[src/rtl/fpu_mul_round.sv]
// fpu_mul_round: normalize + round-to-nearest-even stage for a binary32
// multiplier. Takes the raw 48-bit significand product, the biased exponent
// sum and special-case flags. Produces a packed single-precision result after
// two EN-qualified pipeline stages.
//
// Ports
//   CLK, RESET (async, active-high), EN (advance enable)
//   IN_VALID, IN_SIGN, IN_EXP[9:0] (signed ea+eb-127), IN_MANT[47:0]
//   IN_NAN, IN_INF, IN_ZERO        special-case flags, priority NAN>INF>ZERO
//   OUT_VALID, Z[31:0], OUT_OVF, OUT_UNF, OUT_INEXACT
//
// Configuration macro: FPU_ROUND_SUBNORM_EN
//   defined   - tiny results are denormalized and rounded (gradual underflow)
//   undefined - tiny results flush to signed zero with UNF and INEXACT set
module fpu_mul_round (
  input  logic        CLK,
  input  logic        RESET,
  input  logic        EN,
  input  logic        IN_VALID,
  input  logic        IN_SIGN,
  input  logic [9:0]  IN_EXP,
  input  logic [47:0] IN_MANT,
  input  logic        IN_NAN,
  input  logic        IN_INF,
  input  logic        IN_ZERO,
  output logic        OUT_VALID,
  output logic [31:0] Z,
  output logic        OUT_OVF,
  output logic        OUT_UNF,
  output logic        OUT_INEXACT
);

  // Round to nearest, ties to even; bit 24 of the result is the carry-out.
  function automatic logic [24:0] round_rne(input logic [23:0] sig,
                                            input logic grd,
                                            input logic stk);
    logic rup;
    rup = grd & (stk | sig[0]);
    return {1'b0, sig} + {24'd0, rup};
  endfunction

`ifdef FPU_ROUND_SUBNORM_EN
  // Right-shift {sig,guard} by sh; everything shifted below the new guard
  // position is folded into sticky. Returns {sig, guard, sticky}.
  function automatic logic [25:0] denorm_shift(input logic [23:0] sig,
                                               input logic grd,
                                               input logic stk,
                                               input logic [5:0] sh);
    logic [50:0] v;
    v = {sig, grd, 26'd0} >> sh;
    return {v[50:27], v[26], (|v[25:0]) | stk};
  endfunction
`endif

  logic signed [10:0] w_e_p0;
  logic [23:0]        w_sig_p0;
  logic               w_grd_p0;
  logic               w_stk_p0;
  logic               w_tiny_p0;
  logic [23:0]        w_sig_n_p0;
  logic               w_grd_n_p0;
  logic               w_stk_n_p0;

  logic               r_vld_p1, r_sign_p1, r_nan_p1, r_inf_p1, r_zero_p1;
  logic               r_tiny_p1, r_grd_p1, r_stk_p1;
  logic signed [10:0] r_exp_p1;
  logic [23:0]        r_sig_p1;

  logic               r_vld_p2, r_ovf_p2, r_unf_p2, r_inex_p2;
  logic [31:0]        r_z_p2;

  // ---- stage 1: normalize the product to [1,2) ----
  always_comb begin
    if (IN_MANT[47]) begin
      w_e_p0   = $signed({IN_EXP[9], IN_EXP}) + 11'sd1;
      w_sig_p0 = IN_MANT[47:24];
      w_grd_p0 = IN_MANT[23];
      w_stk_p0 = |IN_MANT[22:0];
    end else begin
      w_e_p0   = $signed({IN_EXP[9], IN_EXP});
      w_sig_p0 = IN_MANT[46:23];
      w_grd_p0 = IN_MANT[22];
      w_stk_p0 = |IN_MANT[21:0];
    end
    w_tiny_p0 = (w_e_p0 <= 11'sd0);
  end

`ifdef FPU_ROUND_SUBNORM_EN
  logic [5:0] w_sh_p0;
  always_comb begin
    // Shift by 1-e; beyond 26 every significand bit already lands in sticky.
    w_sh_p0 = 6'd0;
    if (w_tiny_p0)
      w_sh_p0 = (w_e_p0 < -11'sd25) ? 6'd26 : 6'(11'sd1 - w_e_p0);
    {w_sig_n_p0, w_grd_n_p0, w_stk_n_p0} =
      denorm_shift(w_sig_p0, w_grd_p0, w_stk_p0, w_sh_p0);
  end
`else
  always_comb begin
    w_sig_n_p0 = w_sig_p0;
    w_grd_n_p0 = w_grd_p0;
    w_stk_n_p0 = w_stk_p0;
  end
`endif

  always_ff @(posedge CLK or posedge RESET) begin
    if (RESET) begin
      r_vld_p1  <= 1'b0;
      r_sign_p1 <= 1'b0;
      r_nan_p1  <= 1'b0;
      r_inf_p1  <= 1'b0;
      r_zero_p1 <= 1'b0;
      r_tiny_p1 <= 1'b0;
      r_grd_p1  <= 1'b0;
      r_stk_p1  <= 1'b0;
      r_exp_p1  <= '0;
      r_sig_p1  <= '0;
    end else if (EN) begin
      r_vld_p1  <= IN_VALID;
      r_sign_p1 <= IN_SIGN;
      r_nan_p1  <= IN_NAN;
      r_inf_p1  <= IN_INF;
      r_zero_p1 <= IN_ZERO;
      r_tiny_p1 <= w_tiny_p0;
      r_grd_p1  <= w_grd_n_p0;
      r_stk_p1  <= w_stk_n_p0;
      r_exp_p1  <= w_e_p0;
      r_sig_p1  <= w_sig_n_p0;
    end
  end

  // ---- stage 2: round, overflow / underflow, specials ----
  logic [24:0]        w_sum_p1;
  logic signed [10:0] w_exp_fin_p1;
  logic [22:0]        w_frac_p1;
  logic [31:0]        w_z_p1;
  logic               w_ovf_p1, w_unf_p1, w_inex_p1;

  always_comb begin
    w_sum_p1     = round_rne(r_sig_p1, r_grd_p1, r_stk_p1);
    // Carry-out means the significand rolled over to 2.0 -> 1.0, exponent+1.
    w_exp_fin_p1 = r_exp_p1 + $signed({10'd0, w_sum_p1[24]});
    w_frac_p1    = w_sum_p1[24] ? w_sum_p1[23:1] : w_sum_p1[22:0];

    w_z_p1    = {r_sign_p1, w_exp_fin_p1[7:0], w_frac_p1};
    w_ovf_p1  = 1'b0;
    w_unf_p1  = 1'b0;
    w_inex_p1 = r_grd_p1 | r_stk_p1;

    if (r_nan_p1) begin
      w_z_p1    = 32'h7FC0_0000;
      w_inex_p1 = 1'b0;
    end else if (r_inf_p1) begin
      w_z_p1    = {r_sign_p1, 8'hFF, 23'd0};
      w_inex_p1 = 1'b0;
    end else if (r_zero_p1) begin
      w_z_p1    = {r_sign_p1, 31'd0};
      w_inex_p1 = 1'b0;
    end else if (r_tiny_p1) begin
`ifdef FPU_ROUND_SUBNORM_EN
      // A carry into the hidden bit turns the subnormal into min-normal.
      w_z_p1   = {r_sign_p1, 7'd0, w_sum_p1[23], w_sum_p1[22:0]};
      w_unf_p1 = w_inex_p1;
`else
      w_z_p1    = {r_sign_p1, 31'd0};
      w_unf_p1  = 1'b1;
      w_inex_p1 = 1'b1;
`endif
    end else if (w_exp_fin_p1 >= 11'sd255) begin
      w_z_p1    = {r_sign_p1, 8'hFF, 23'd0};
      w_ovf_p1  = 1'b1;
      w_inex_p1 = 1'b1;
    end
  end

  always_ff @(posedge CLK or posedge RESET) begin
    if (RESET) begin
      r_vld_p2  <= 1'b0;
      r_z_p2    <= '0;
      r_ovf_p2  <= 1'b0;
      r_unf_p2  <= 1'b0;
      r_inex_p2 <= 1'b0;
    end else if (EN) begin
      r_vld_p2  <= r_vld_p1;
      r_z_p2    <= w_z_p1;
      r_ovf_p2  <= w_ovf_p1;
      r_unf_p2  <= w_unf_p1;
      r_inex_p2 <= w_inex_p1;
    end
  end

  assign OUT_VALID   = r_vld_p2;
  assign Z           = r_z_p2;
  assign OUT_OVF     = r_ovf_p2;
  assign OUT_UNF     = r_unf_p2;
  assign OUT_INEXACT = r_inex_p2;

endmodule

[config.mk]
export PLATFORM = sky130hd
export DESIGN_NAME = fpu_mul_round
export DESIGN_NICKNAME = d
export VERILOG_FILES = /design/src/rtl/fpu_mul_round.sv
export SDC_FILE = /design/constraint.sdc
export NUM_CORES = 1
export LEC_CHECK = 0
export ABC_AREA = 1
export CAP_MARGIN = 0
export CORE_MARGIN = 8
export CORE_UTILIZATION = 40
export CTS_BUF_LIST = sky130_fd_sc_hd__clkbuf_8
export DETAILED_ROUTE_END_ITERATION = 10
export GPL_TIMING_DRIVEN = 0
export HOLD_SLACK_MARGIN = 0.03
export PLACE_DENSITY = 0.72
export SLEW_MARGIN = 5
export SYNTH_ARGS = -nofsm -noshare
export SYNTH_HDL_FRONTEND = slang
export SYNTH_SLANG_ARGS = --single-unit
export TNS_END_PERCENT = 1
[constraint.sdc]
create_clock -name CLK -period 4 [get_ports CLK]
set_clock_uncertainty 0.15 [all_clocks]
set_input_delay 0.4 -clock CLK [delete_from_list [all_inputs] [get_ports CLK]]
set_output_delay 0.4 -clock CLK [all_outputs]
set_load 0.005 [all_outputs]
== Word level (Yosys, flattened, before mapping) ==
Cells that the tools add are included.
Word-level totals
  input bits: 66
  register bits after elaboration: 79
Operators by class
  $add $sub $neg: 3
  bitwise gates (word level): 3
  multiplexer cells: 24
  order comparisons: 2
  reductions and logical operators: 2
Operators by type and width (number)
  $mux 31: 4
  $mux 32: 1
  $add 24x1->25: 1
  $mux 24: 1
  $mux 23: 1
  $reduce_or 23->1: 1
  $reduce_or 22->1: 1
  $mux 1: 16
  $add 10x2->11 const B: 1
  $add 11x2->11: 1
  $ge 11x9->1 const B: 1
  $le 11x1->1 const B: 1
  $mux 11: 1
  $or 1x1->1: 2
  $and 1x1->1: 1

== Logic depth before layout (Yosys ltp) ==
Gate-level depths: netlist (run 1).
  depth after elaboration: 10
  mapped depth: 24
  depth with buffers taken out: 23

== Worst setup path before layout (run 1) ==
Ideal clock, no wire load.
  path kind: register to register
  from: register r_grd_p1
  to: register r_z_p2[18] (netlist: Z[18])
  required time: 3.729 ns
  stages on the path, launching flop included: 21
  library setup time: 0.121 ns
  arrival: 2.848 ns
  slack: 0.881 ns
  cell sequence: dfrtp_1 -> nand2_1 -> inv_1 -> ha_1 -> nand2_1 -> nor2_4 -> nand4_1 -> nor2_2 -> nand2_1 -> nor3_2 -> ha_1 -> ha_1 -> nand2_2 -> nor2_2 -> nand3_1 -> nor2_1 -> xnor2_1 -> nand2_2 -> nand2_2 -> buf_6 -> o21ai_2
On the way
  cells in the longest elaborated chain, start to end: 9
  elaborated cells on any way between the ends: 10
  classes of those cells: 2 x add/sub; 1 x order compare; 6 x mux; 1 x bitwise
RTL lines
  start, declared: line 65  | logic r_tiny_p1, r_grd_p1, r_stk_p1;
  start signal, assigned: line 125  | r_grd_p1 <= w_grd_n_p0;
  $and 1x1->1 *: line 38  | rup = grd & (stk | sig[0]);
  $add 24x1->25 *: line 39  | return {1'b0, sig} + {24'd0, rup};
  $add 11x2->11: line 142  | w_exp_fin_p1 = r_exp_p1 + $signed({10'd0, w_sum_p1[24]});
  $ge 11x9->1: line 169  | end else if (w_exp_fin_p1 >= 11'sd255) begin
  $mux 31 *: line 169
  $mux 31 *: line 159  | end else if (r_tiny_p1) begin
  $mux 31 *: line 156  | end else if (r_zero_p1) begin
  $mux 31 *: line 153  | end else if (r_inf_p1) begin
  $mux 32 *: line 150  | if (r_nan_p1) begin
  end signal, assigned: line 185  | r_z_p2 <= w_z_p1;
  end, declared: line 70  | logic [31:0] r_z_p2;
Every way passes the cells marked *; elsewhere a longest branch is shown, timed or not.
A chain may end at the register's enable or synchronous reset.

== Worst setup path after layout (run 1) ==
  from: register r_grd_p1
  to: register r_z_p2[25] (netlist: Z[25])
On the way
  cells in the longest elaborated chain, start to end: 9
RTL lines (line)
  $and 1x1->1 *: 38
  $add 24x1->25 *: 39
  $add 11x2->11 *: 142
  $ge 11x9->1: 169
  $mux 31 *: 169
  $mux 31 *: 159
  $mux 31 *: 156
  $mux 31 *: 153
  $mux 32 *: 150
Marks and branches as above.

==> results of run 1 <==
## kinds of logic after synthesis
group / count (synthesis) / synth area share
flops: 79 / 0.4444
buf+inv: 65 / 0.06019
compound gates: 116 / 0.1572
simple gates: 284 / 0.2754
xor+xnor: 25 / 0.04923
fa+ha+maj: 4 / 0.01125
mux: 1 / 0.002250
## power groups by stage
stage / logic [uW] / clock network, uW / registers [uW]
global route: 444 / 701 / 938
CTS: 399 / 660 / 928
floorplan: 210 / 0 / 929
finish: 398 / 657 / 930
global placement: 386 / 0 / 941
detailed placement: 397 / 0 / 944
## final cells by class
cell class | count | area [um^2]
multi-input combinational | 430 | 2212
inverter | 41 | 156.4
clock inverter | 5 | 82.58
tap | 140 | 175.2
timing repair buffer | 104 | 1054
sequential | 79 | 1977
fill | 1057 | 4932
buffer | 24 | 113.9
clock buffer | 10 | 137.6
## stage by stage
step | setup TNS (ns) | hold WS [ns] | setup WS (ns) | area [um^2]
final | 0 | 0.1971 | 0.2569 | 5908
after global routing | -0.01136 | 0.2239 | -0.006017 | 5908
after CTS | 0 | 0.2014 | 0.1515 | 5884
after detailed placement | 0 | 0.3194 | 0.1643 | 5664
after global placement | 0 | 0.3088 | 0.2070 | 5634
after floorplan | 0 | 0.2926 | 0.8810 | 4448
## critical path, delay by kind of cell, from the launching register on
| kind | cells | cell delay, ns |
|---|---|---|
| AOI/OAI and AO/OA | 1 | 0.17 |
| xor gates and xnor gates | 1 | 0.17 |
| adders and majority gates | 3 | 0.64 |
| buffers and inverters | 2 | 0.25 |
| DFF | 1 | 0.42 |
| and+or+nand+nor | 14 | 1.86 |
## flip-flops by register name, summed over array words and instances, names as in the netlist
name	count
OUT_INEXACT	1
OUT_OVF	1
OUT_UNF	1
OUT_VALID	1
Z	32
r_exp_p1	11
r_grd_p1	1
r_inf_p1	1
r_nan_p1	1
r_sig_p1	24
r_sign_p1	1
r_stk_p1	1
r_tiny_p1	1
r_vld_p1	1
r_zero_p1	1
## cell usage in the layout (no fill, tap or decap), types with 19 or more instances in the layout
cell and n:
xor2_1 19, clkdlybuf4s50_1 101, inv_1 39, nand2_1 161
nand3_1 21, dfrtp_1 79, nor2_1 61, o21ai_0 60
o21ai_2 20, clkbuf_1 20
## worst min path at each step
stage,to,slack (ns)
final,r_sig_p1[4]$_DFFE_PP0P_,0.20
after global routing,r_sig_p1[3]$_DFFE_PP0P_,0.22
after CTS,r_sig_p1[4]$_DFFE_PP0P_,0.20
after detailed placement,r_nan_p1$_DFFE_PP0P_,0.32
after global placement,r_nan_p1$_DFFE_PP0P_,0.31
after floorplan,r_nan_p1$_DFFE_PP0P_,0.29
## layer usage
layer,vias to the layer above,share of wire
met5,-,0
met4,0,0.012
met3,13,0.076
met2,137,0.46
met1,1995,0.45
li1,2116,-
## repair_timing
| item | in CTS | in global routing |
|---|---|---|
| setup buffers | 0 | 2 |
| endpoints found under the setup margin | 0 | 31 |
| gates resized for setup | 0 | 2 |
==> results.py, run 1 <==
metrics = {
    "global_route": {
        "grt_max_degree": 60,
        "grt_overflow": 0,
        "grt_usage": 0.1749,
        "globalRouteMet1Util": 0.2256,
        "grt_pass1_vias": 4259,
        "top_usage_layer": "met2",
        "grt_pass1_wl_um": 20740,
        "grtUsageMet3": 0.04328,
        "grtUsageMet2": 0.2817,
        "antenna_found_initial": 0,
    },
    "worst_setup_path": {
        "worstPathRequired_ns": 4.12,
        "path_max_fanout": 10,
        "crit_path_end": "Z[25]$_DFFE_PP0P_",
        "max_stage_delay_ns": 0.42,
        "critPathSlowestCell": "dfrtp_1",
        "cp-end-kind": "register",
        "critical_path_class": "register to register",
        "path_common_cell": "nand2_1",
        "rr_startpoint": "r_grd_p1$_DFFE_PP0P_",
        "critPathLaunchType": "register",
        "worstPathCellList": "nand2_1 -> inv_1 -> ha_1 -> nand2_1 -> nor2_4 -> nand4_1 -> nor2_2 -> nand2_1 -> nor3_4 -> ha_1 -> ha_1 -> nand2_2 -> nor2_2 -> nand3_1 -> nor2_2 -> xnor2_1 -> nand2_2 -> buf_6 -> nand2_1 -> nand2_1 -> a21oi_1",
        "rr_worst_depth": 21,
        "crit_start": "r_grd_p1$_DFFE_PP0P_",
        "r2r_end": "Z[25]$_DFFE_PP0P_",
        "critPathArrivalTime_ns": 3.86,
        "rrSetupSlack_ns": 0.26,
    },
    "finish": {
        "drive_gt1_frac": 0.09380,
        "finalNonFillerCells": 833,
        "antenna-diode-count": 0,
        "post-route-util": 0.5450,
        "fin_nets": 759,
        "area_delta_synth_final_pct": 32.83,
    },
    "pwr": {
        "combPwrFrac": 0.200,
        "internal_power_uw": 1417,
        "leakagePower_uw": 0.002605,
        "p_total_uw": 1985,
        "p_switching_uw": 567.3,
        "power_density_nw_per_um2": 335.9,
        "peakVddDrop_mv": 0.1996,
        "p_seq_frac": 0.468,
        "pwr-share-clk": 0.331,
        "swShare": 0.2858,
    },
    "floorplan": {
        "coreArea_um2": 10840,
        "die_w_um": 121.5,
        "die-area_um2": 14750,
        "start_util": 0.4103,
        "rows": 38,
        "die_h_um": 121.5,
        "io_pins": 102,
    },
    "logic_synthesis": {
        "synth_cells": 574,
        "yosysWarnings": 0,
        "synthTopCellsByArea": "dfrtp_1 (44%), nand2_1 (14%), o21ai_0 (6.8%), nor2_1 (5.2%), o21ai_2 (3.9%)",
        "ys_top_cells_by_count": "nand2_1 (161), dfrtp_1 (79), nor2_1 (62)",
        "ys_types": 36,
        "async_reset_ff_frac": 1.000,
        "yosys.area.top_type": "dfrtp_1",
        "yosysSeqAreaShare": 0.4444,
        "ys_ff_latch": 79,
        "syn_area_um2": 4448,
        "yosys.area.top_type_share": 0.4444,
        "syn_nets": 644,
        "yosysMostFrequentCell": "nand2_1",
        "synth-edff-count": 0,
        "ys.flop_type": "dfrtp_1",
        "avgSynthCellArea_um2": 7.749,
    },
    "timing": {
        "period_needed_ns": 3.743,
        "slew_headroom": 0.6228,
        "setup_viol": 0,
        "worstMarginPinSlew_ns": 0.5658,
        "maxSlewViolCount": 0,
        "timing_hold_violations_final": 0,
        "period_share": 0.9358,
        "fmax_mhz": 267.2,
    },
    "clocking": {
        "cts_sinks": 79,
        "cts_tree": "built",
        "clk_latency_ns": 0.35,
        "cts_root_buffer": "clkbuf_8",
        "clockBufferDepth": 2,
        "cts_htree_levels": 3,
        "clkTransAtPathRegs_ns": 0.09,
        "holdBufCountCts": 0,
        "cts_buffers": 9,
    },
    "drt": {
        "dr.first_iter.drc_count": 363,
        "avgRoutedWirePerCell_um": 15.24,
        "dr_total_vias": 4261,
        "totalWireLength_um": 12690,
        "dr.pass1.iters": 4,
        "drc_errors": 0,
        "vias_per_cell": 5.115,
        "ant_nets": 0,
    },
    "flow_run": {
        "maxCapViolCount": 0,
    },
    "place": {
        "hpwl_um": 10110,
        "port_buffers": 101,
        "dpl.cell_count": 816,
        "place_congestion": 0.8550,
    },
    "worst_hold_path": {
        "hp-class": "primary input to asynchronous set/reset pin",
    },
    "outcome": {
        "status": "finished clean",
    },
}
(Power assumes the default switching activity.)
==> run 2, diff against run 1 <==
- CORE_UTILIZATION: 40 -> 52
- PLACE_DENSITY: 0.72 -> 0.88
- clock period: 4 -> 3.5 ns (I/O delays scaled with it)
==> run 2 against run 1 <==
  * Via count grew 3.7%
  * Sequential power grew 15%
  * Total power grew 11%
  * Highest routed layer unchanged
  * Worst hold slack lost 0.12 ns
  * Critical path type unchanged
  * Critical path depth is the same
  * Routed wire length grew 2.2%
  * First-iteration DRC count shrank 30%
  * Global-route usage grew 4.9 points
==> results.py, run 2 (synthesized netlist as in run 1, its figures left out) <==
metrics = {
    "outcome": {
        "status": "finished clean",
    },
    "drt": {
        "ant_nets": 0,
        "dr.first_iter.drc_count": 254,
        "drc_errors": 0,
        "totalWireLength_um": 12970,
        "avgRoutedWirePerCell_um": 16.17,
        "vias_per_cell": 5.507,
        "dr.pass1.iters": 7,
        "dr_total_vias": 4417,
    },
    "global_route": {
        "grt_overflow": 0,
        "grt_usage": 0.2239,
        "grt_pass1_wl_um": 21070,
        "grt_max_degree": 72,
        "antenna_found_initial": 0,
        "grt_pass1_vias": 4424,
    },
    "place": {
        "dpl.cell_count": 781,
        "hpwl_um": 9873,
        "port_buffers": 101,
        "place_congestion": 0.8647,
        "dpl_cell_area_um2": 5620,
    },
    "timing": {
        "timing_hold_violations_final": 0,
        "hold_slack_ns": 0.08143,
        "maxSlewViolCount": 0,
        "setup_viol": 0,
        "slew_headroom": 0.6320,
        "fin_tns_setup_ns": 0,
        "period_needed_ns": 3.288,
        "fmax_mhz": 304.1,
        "worstMarginPinSlew_ns": 0.5521,
        "period_share": 0.9395,
        "rsz0062_at_grt": "no",
    },
    "worst_setup_path": {
        "worstPathCellList": "nand2_2 -> inv_1 -> ha_2 -> nand2_2 -> nor2_4 -> nand4_1 -> nor2_4 -> nand2_2 -> nor3_4 -> ha_4 -> ha_4 -> nand2_2 -> nor2_4 -> nand3_2 -> nor2_4 -> xnor2_2 -> nand2_2 -> buf_6 -> nand2_1 -> nand2_1 -> a21oi_2",
        "cpLargestDelayFamily": "simple AND/OR/NAND/NOR gates",
        "critPathArrivalTime_ns": 3.42,
        "path_common_cell": "nand2_2",
        "critical_path_class": "register to register",
        "critPathLaunchType": "register",
        "worstPathRequired_ns": 3.64,
        "cp-end-kind": "register",
        "path_max_fanout": 10,
        "critPathSlowestCell": "dfrtp_1",
        "cp.buffers_inverters": 2,
        "max_stage_delay_ns": 0.40,
    },
    "clocking": {
        "cts_buffers": 9,
        "clockBufferDepth": 2,
        "clk_latency_ns": 0.36,
        "cts_sinks": 79,
        "cts_tree": "built",
        "clkTransAtPathRegs_ns": 0.09,
        "cts_root_buffer": "clkbuf_8",
        "cts_htree_levels": 3,
    },
    "finish": {
        "drive_gt1_frac": 0.1148,
        "fin_nets": 762,
        "finalNonFillerCells": 802,
        "largest_reg_flops": 32,
        "post-route-util": 0.7183,
        "antenna-diode-count": 0,
        "final_common_cell": "nand2_1",
        "nFillCells": 663,
        "area_delta_synth_final_pct": 33.36,
        "final_area_um2": 5932,
        "mostFrequentLayoutCells": "nand2_1 (157), clkdlybuf4s50_1 (101), dfrtp_1 (79), nor2_1 (61), o21ai_0 (60)",
    },
    "floorplan": {
        "coreArea_um2": 8258,
        "io_pins": 102,
        "start_util": 0.5386,
        "rows": 33,
        "die-area_um2": 11770,
        "die_h_um": 108.5,
        "die_w_um": 108.5,
    },
    "pwr": {
        "leakagePower_uw": 0.002624,
        "power_density_nw_per_um2": 372.5,
        "peakVddDrop_mv": 0.1884,
    },
    "worst_hold_path": {
        "hp-class": "primary input to asynchronous set/reset pin",
    },
    "flow_run": {
        "maxCapViolCount": 0,
    },
}
## run 2: per-stage QoR
step / setup slack (ns) / total power, uW
3_5_place_dp: -0.2614 / 1533
3_3_place_gp: -0.1689 / 1511
2_1_floorplan: 0.3810 / 1301
6_report: 0.2116 / 2210
4_1_cts: 0.0002998 / 2189
5_1_grt: 0.006591 / 2292
## run 2: worst paths after layout
| path | startpoint | endpoint | slack, ns | cells after the start |
|---|---|---|---|---|
| max | r_grd_p1$_DFFE_PP0P_ | Z[24]$_DFFE_PP0P_ | 0.21 | 21 |
| min | RESET | Z[30]$_DFFE_PP0P_ | 0.08 | 2 |
| max reg2reg | r_grd_p1$_DFFE_PP0P_ | Z[24]$_DFFE_PP0P_ | 0.21 | 21 |
| min reg2reg | Z[12]$_DFFE_PP0P_ | Z[12]$_DFFE_PP0P_ | 0.33 | 2 |
| max in group asynchronous | RESET | OUT_UNF$_DFFE_PP0P_ | 2.55 | 3 |
| min in group CLK | Z[12]$_DFFE_PP0P_ | Z[12]$_DFFE_PP0P_ | 0.33 | 2 |
## run 2: final cells by class
class                   count  area, um^2  area share
plain buffers              24       113.9     0.01919
clock buffers               9       123.9     0.02088
clock inverters             7       65.06     0.01097
inverters                  41       156.4     0.02637
multi-input cells         430        2288      0.3858
flip-flops and latches     79        1977      0.3333
well taps                 105       131.4     0.02215
repair buffers            107        1076      0.1814
## run 2: routing by layer
layer  track usage  share of wire  up-vias  wire, um
met5             0              0        -         0
met2        0.3666           0.48      221      6172
met4       0.08211          0.015        0       195
li1              -              -     2122         -
met1        0.2900           0.43     2058      5590
met3       0.04045          0.078       16      1007
## run 2: what timing repair did
action / CTS / global route
hold buffers: 0 / 0
setup buffers: 3 / 2
pin swaps: 5 / 7
cloned: 0 / 0
endpoints found under the setup margin: 33 / 33
resized for setup: 7 / 12
## run 2: power breakdown
group | leakage (uW) | switching [uW] | internal (uW)
clock | 0.000100 | 344 | 324
combinational | 0.00155 | 251 | 221
sequential | 0.000977 | 79.4 | 989
total | 0.00262 | 675 | 1530
==> run 3, diff against run 2 <==
- HOLD_SLACK_MARGIN: 0.03 -> not set
- MAX_ROUTING_LAYER: not set -> met4
==> run 3 against run 2 <==
  * Register-to-register slack better by 0.03 ns
  * Worst hold slack gained 0.11 ns
  * Cell area is 0.53% higher
  * Largest cell class unchanged
  * Highest routed layer unchanged
==> results.py, run 3 (synthesized netlist as in run 1, its figures left out) <==
metrics = {
    "global_route": {
        "grt_pass1_wl_um": 20280,
        "grt_pass1_vias": 4246,
        "antenna_found_initial": 0,
        "grt_usage": 0.2222,
        "grt_max_degree": 51,
        "grt_overflow": 0,
    },
    "outcome": {
        "status": "finished clean",
    },
    "finish": {
        "final_common_cell": "nand2_1",
        "nFillCells": 654,
        "largest_reg_flops": 32,
        "final_area_um2": 5963,
        "antenna-diode-count": 0,
        "mostFrequentLayoutCells": "nand2_1 (158), clkdlybuf4s50_1 (101), dfrtp_1 (79), nor2_1 (61), o21ai_0 (60)",
        "area_delta_synth_final_pct": 34.06,
        "drive_gt1_frac": 0.1171,
        "fin_nets": 765,
    },
    "drt": {
        "dr_total_vias": 4372,
        "dr.pass1.iters": 5,
        "drc_errors": 0,
        "vias_per_cell": 5.431,
        "dr.first_iter.drc_count": 265,
        "totalWireLength_um": 12750,
        "ant_nets": 0,
        "avgRoutedWirePerCell_um": 15.83,
    },
    "floorplan": {
        "die-area_um2": 11770,
        "die_h_um": 108.5,
        "rows": 33,
        "start_util": 0.5386,
        "coreArea_um2": 8258,
        "die_w_um": 108.5,
        "io_pins": 102,
    },
    "pwr": {
        "leakagePower_uw": 0.002655,
        "p_switching_uw": 673.5,
        "power_density_nw_per_um2": 382.8,
        "swShare": 0.2951,
        "combPwrFrac": 0.207,
        "p_seq_frac": 0.467,
        "peakVddDrop_mv": 0.1988,
        "internal_power_uw": 1609,
        "p_total_uw": 2282,
        "pwr-share-clk": 0.326,
    },
    "clocking": {
        "clk_latency_ns": 0.36,
        "cts_htree_levels": 3,
        "clockBufferDepth": 2,
        "cts_tree": "built",
        "clkTransAtPathRegs_ns": 0.09,
        "cts_root_buffer": "clkbuf_8",
        "cts_buffers": 9,
        "cts_sinks": 79,
    },
    "timing": {
        "fin_tns_setup_ns": 0,
        "period_share": 0.9296,
        "finalWorstSetupSlack_ns": 0.2465,
        "worstMarginPinSlew_ns": 0.5642,
        "fmax_mhz": 307.4,
        "period_needed_ns": 3.253,
        "maxSlewViolCount": 0,
        "setup_viol": 0,
        "rsz0062_at_grt": "no",
        "timing_hold_violations_final": 0,
        "slew_headroom": 0.6239,
    },
    "worst_setup_path": {
        "max_stage_delay_ns": 0.39,
        "cp-end-kind": "register",
        "crit_path_end": "Z[27]$_DFFE_PP0P_",
        "rrSetupSlack_ns": 0.25,
        "worstPathCellList": "nand2_2 -> inv_2 -> ha_4 -> nand2_4 -> nor2_4 -> nand4_1 -> nor2_2 -> nand2_2 -> nor3_4 -> ha_2 -> ha_4 -> nand2_2 -> nor2_2 -> nand3_1 -> nor2_2 -> xnor2_2 -> nand2_2 -> buf_4 -> nand2_1 -> nand2_1 -> a21oi_1",
        "r2r_end": "Z[27]$_DFFE_PP0P_",
        "rr_startpoint": "r_sig_p1[0]$_DFFE_PP0P_",
        "critical_path_class": "register to register",
        "critPathSlowestCell": "dfrtp_1",
        "worstPathRequired_ns": 3.63,
        "crit_start": "r_sig_p1[0]$_DFFE_PP0P_",
        "critPathArrivalTime_ns": 3.39,
        "path_common_cell": "nand2_2",
        "path_max_fanout": 5,
        "critPathLaunchType": "register",
        "rr_worst_depth": 21,
    },
    "place": {
        "hpwl_um": 9818,
        "place_congestion": 0.8680,
        "dpl_cell_area_um2": 5620,
        "port_buffers": 101,
        "pre_cts_ws_ns": -0.1782,
    },
    "flow_run": {
        "maxCapViolCount": 0,
    },
    "worst_hold_path": {
        "hp-class": "primary input to asynchronous set/reset pin",
    },
}
[run 3: worst min-delay path by stage]
stage | start | slack, ns | end | depth (start not counted)
2_1_floorplan | r_nan_p1$_DFFE_PP0P_ | 0.29 | r_nan_p1$_DFFE_PP0P_ | 2
5_1_grt | RESET | 0.24 | r_sig_p1[9]$_DFFE_PP0P_ | 2
3_5_place_dp | r_nan_p1$_DFFE_PP0P_ | 0.31 | r_nan_p1$_DFFE_PP0P_ | 2
4_1_cts | RESET | 0.19 | r_sig_p1[4]$_DFFE_PP0P_ | 2
6_report | RESET | 0.19 | r_sig_p1[0]$_DFFE_PP0P_ | 2
3_3_place_gp | r_nan_p1$_DFFE_PP0P_ | 0.31 | r_nan_p1$_DFFE_PP0P_ | 2
[run 3: final cells by class]
cell class	instances	area, um^2	area share
clock inverter	7	87.58	0.01469
multi-input combinational	430	2275	0.3815
buffer	24	113.9	0.01909
tap	105	131.4	0.02203
clock buffer	9	123.9	0.02077
timing repair buffer	110	1099	0.1842
inverter	41	156.4	0.02623
sequential	79	1977	0.3315
[run 3: power by group through the flow]
stage | Combinational [uW] | Clock, uW | Sequential [uW]
2_1_floorplan | 240 | 0 | 1060
3_5_place_dp | 453 | 0 | 1080
6_report | 471 | 744 | 1070
5_1_grt | 520 | 782 | 1080
3_3_place_gp | 436 | 0 | 1080
4_1_cts | 458 | 745 | 1060
[run 3: per-layer routing]
| layer | track usage | wire (um) |
|---|---|---|
| met4 | 0.08993 | 278 |
| met5 | - | 0 |
| met1 | 0.2916 | 5643 |
| met2 | 0.3361 | 5825 |
| met3 | 0.03450 | 999 |
[run 3: through the flow]
stage            util  hold WS, ns  std cells
6_report       0.7221       0.1878        805
5_1_grt        0.7221       0.2355        805
4_1_cts        0.7089       0.1940        800
3_5_place_dp   0.6806       0.3131        781
3_3_place_gp   0.6770       0.3094        780
2_1_floorplan       -       0.2926        574
[run 3: timing repair]
action | in CTS | in global routing
setup buffers | 3 | 4
cloned | 0 | 1
endpoints found under the setup margin | 32 | 33
pin swaps | 2 | 8
gates resized for setup | 0 | 17
hold buffers | 0 | 0
[run 3: critical path: cells and delay by family, from the launching register on]
kind / cells / cell delay [ns]
flip-flops: 1 / 0.39
AO/OA/AOI/OAI: 1 / 0.15
buffers and inverters: 2 / 0.25
XOR/XNOR: 1 / 0.13
AND/OR/NAND/NOR: 14 / 1.57
adder cells (fa/ha/maj): 3 / 0.52
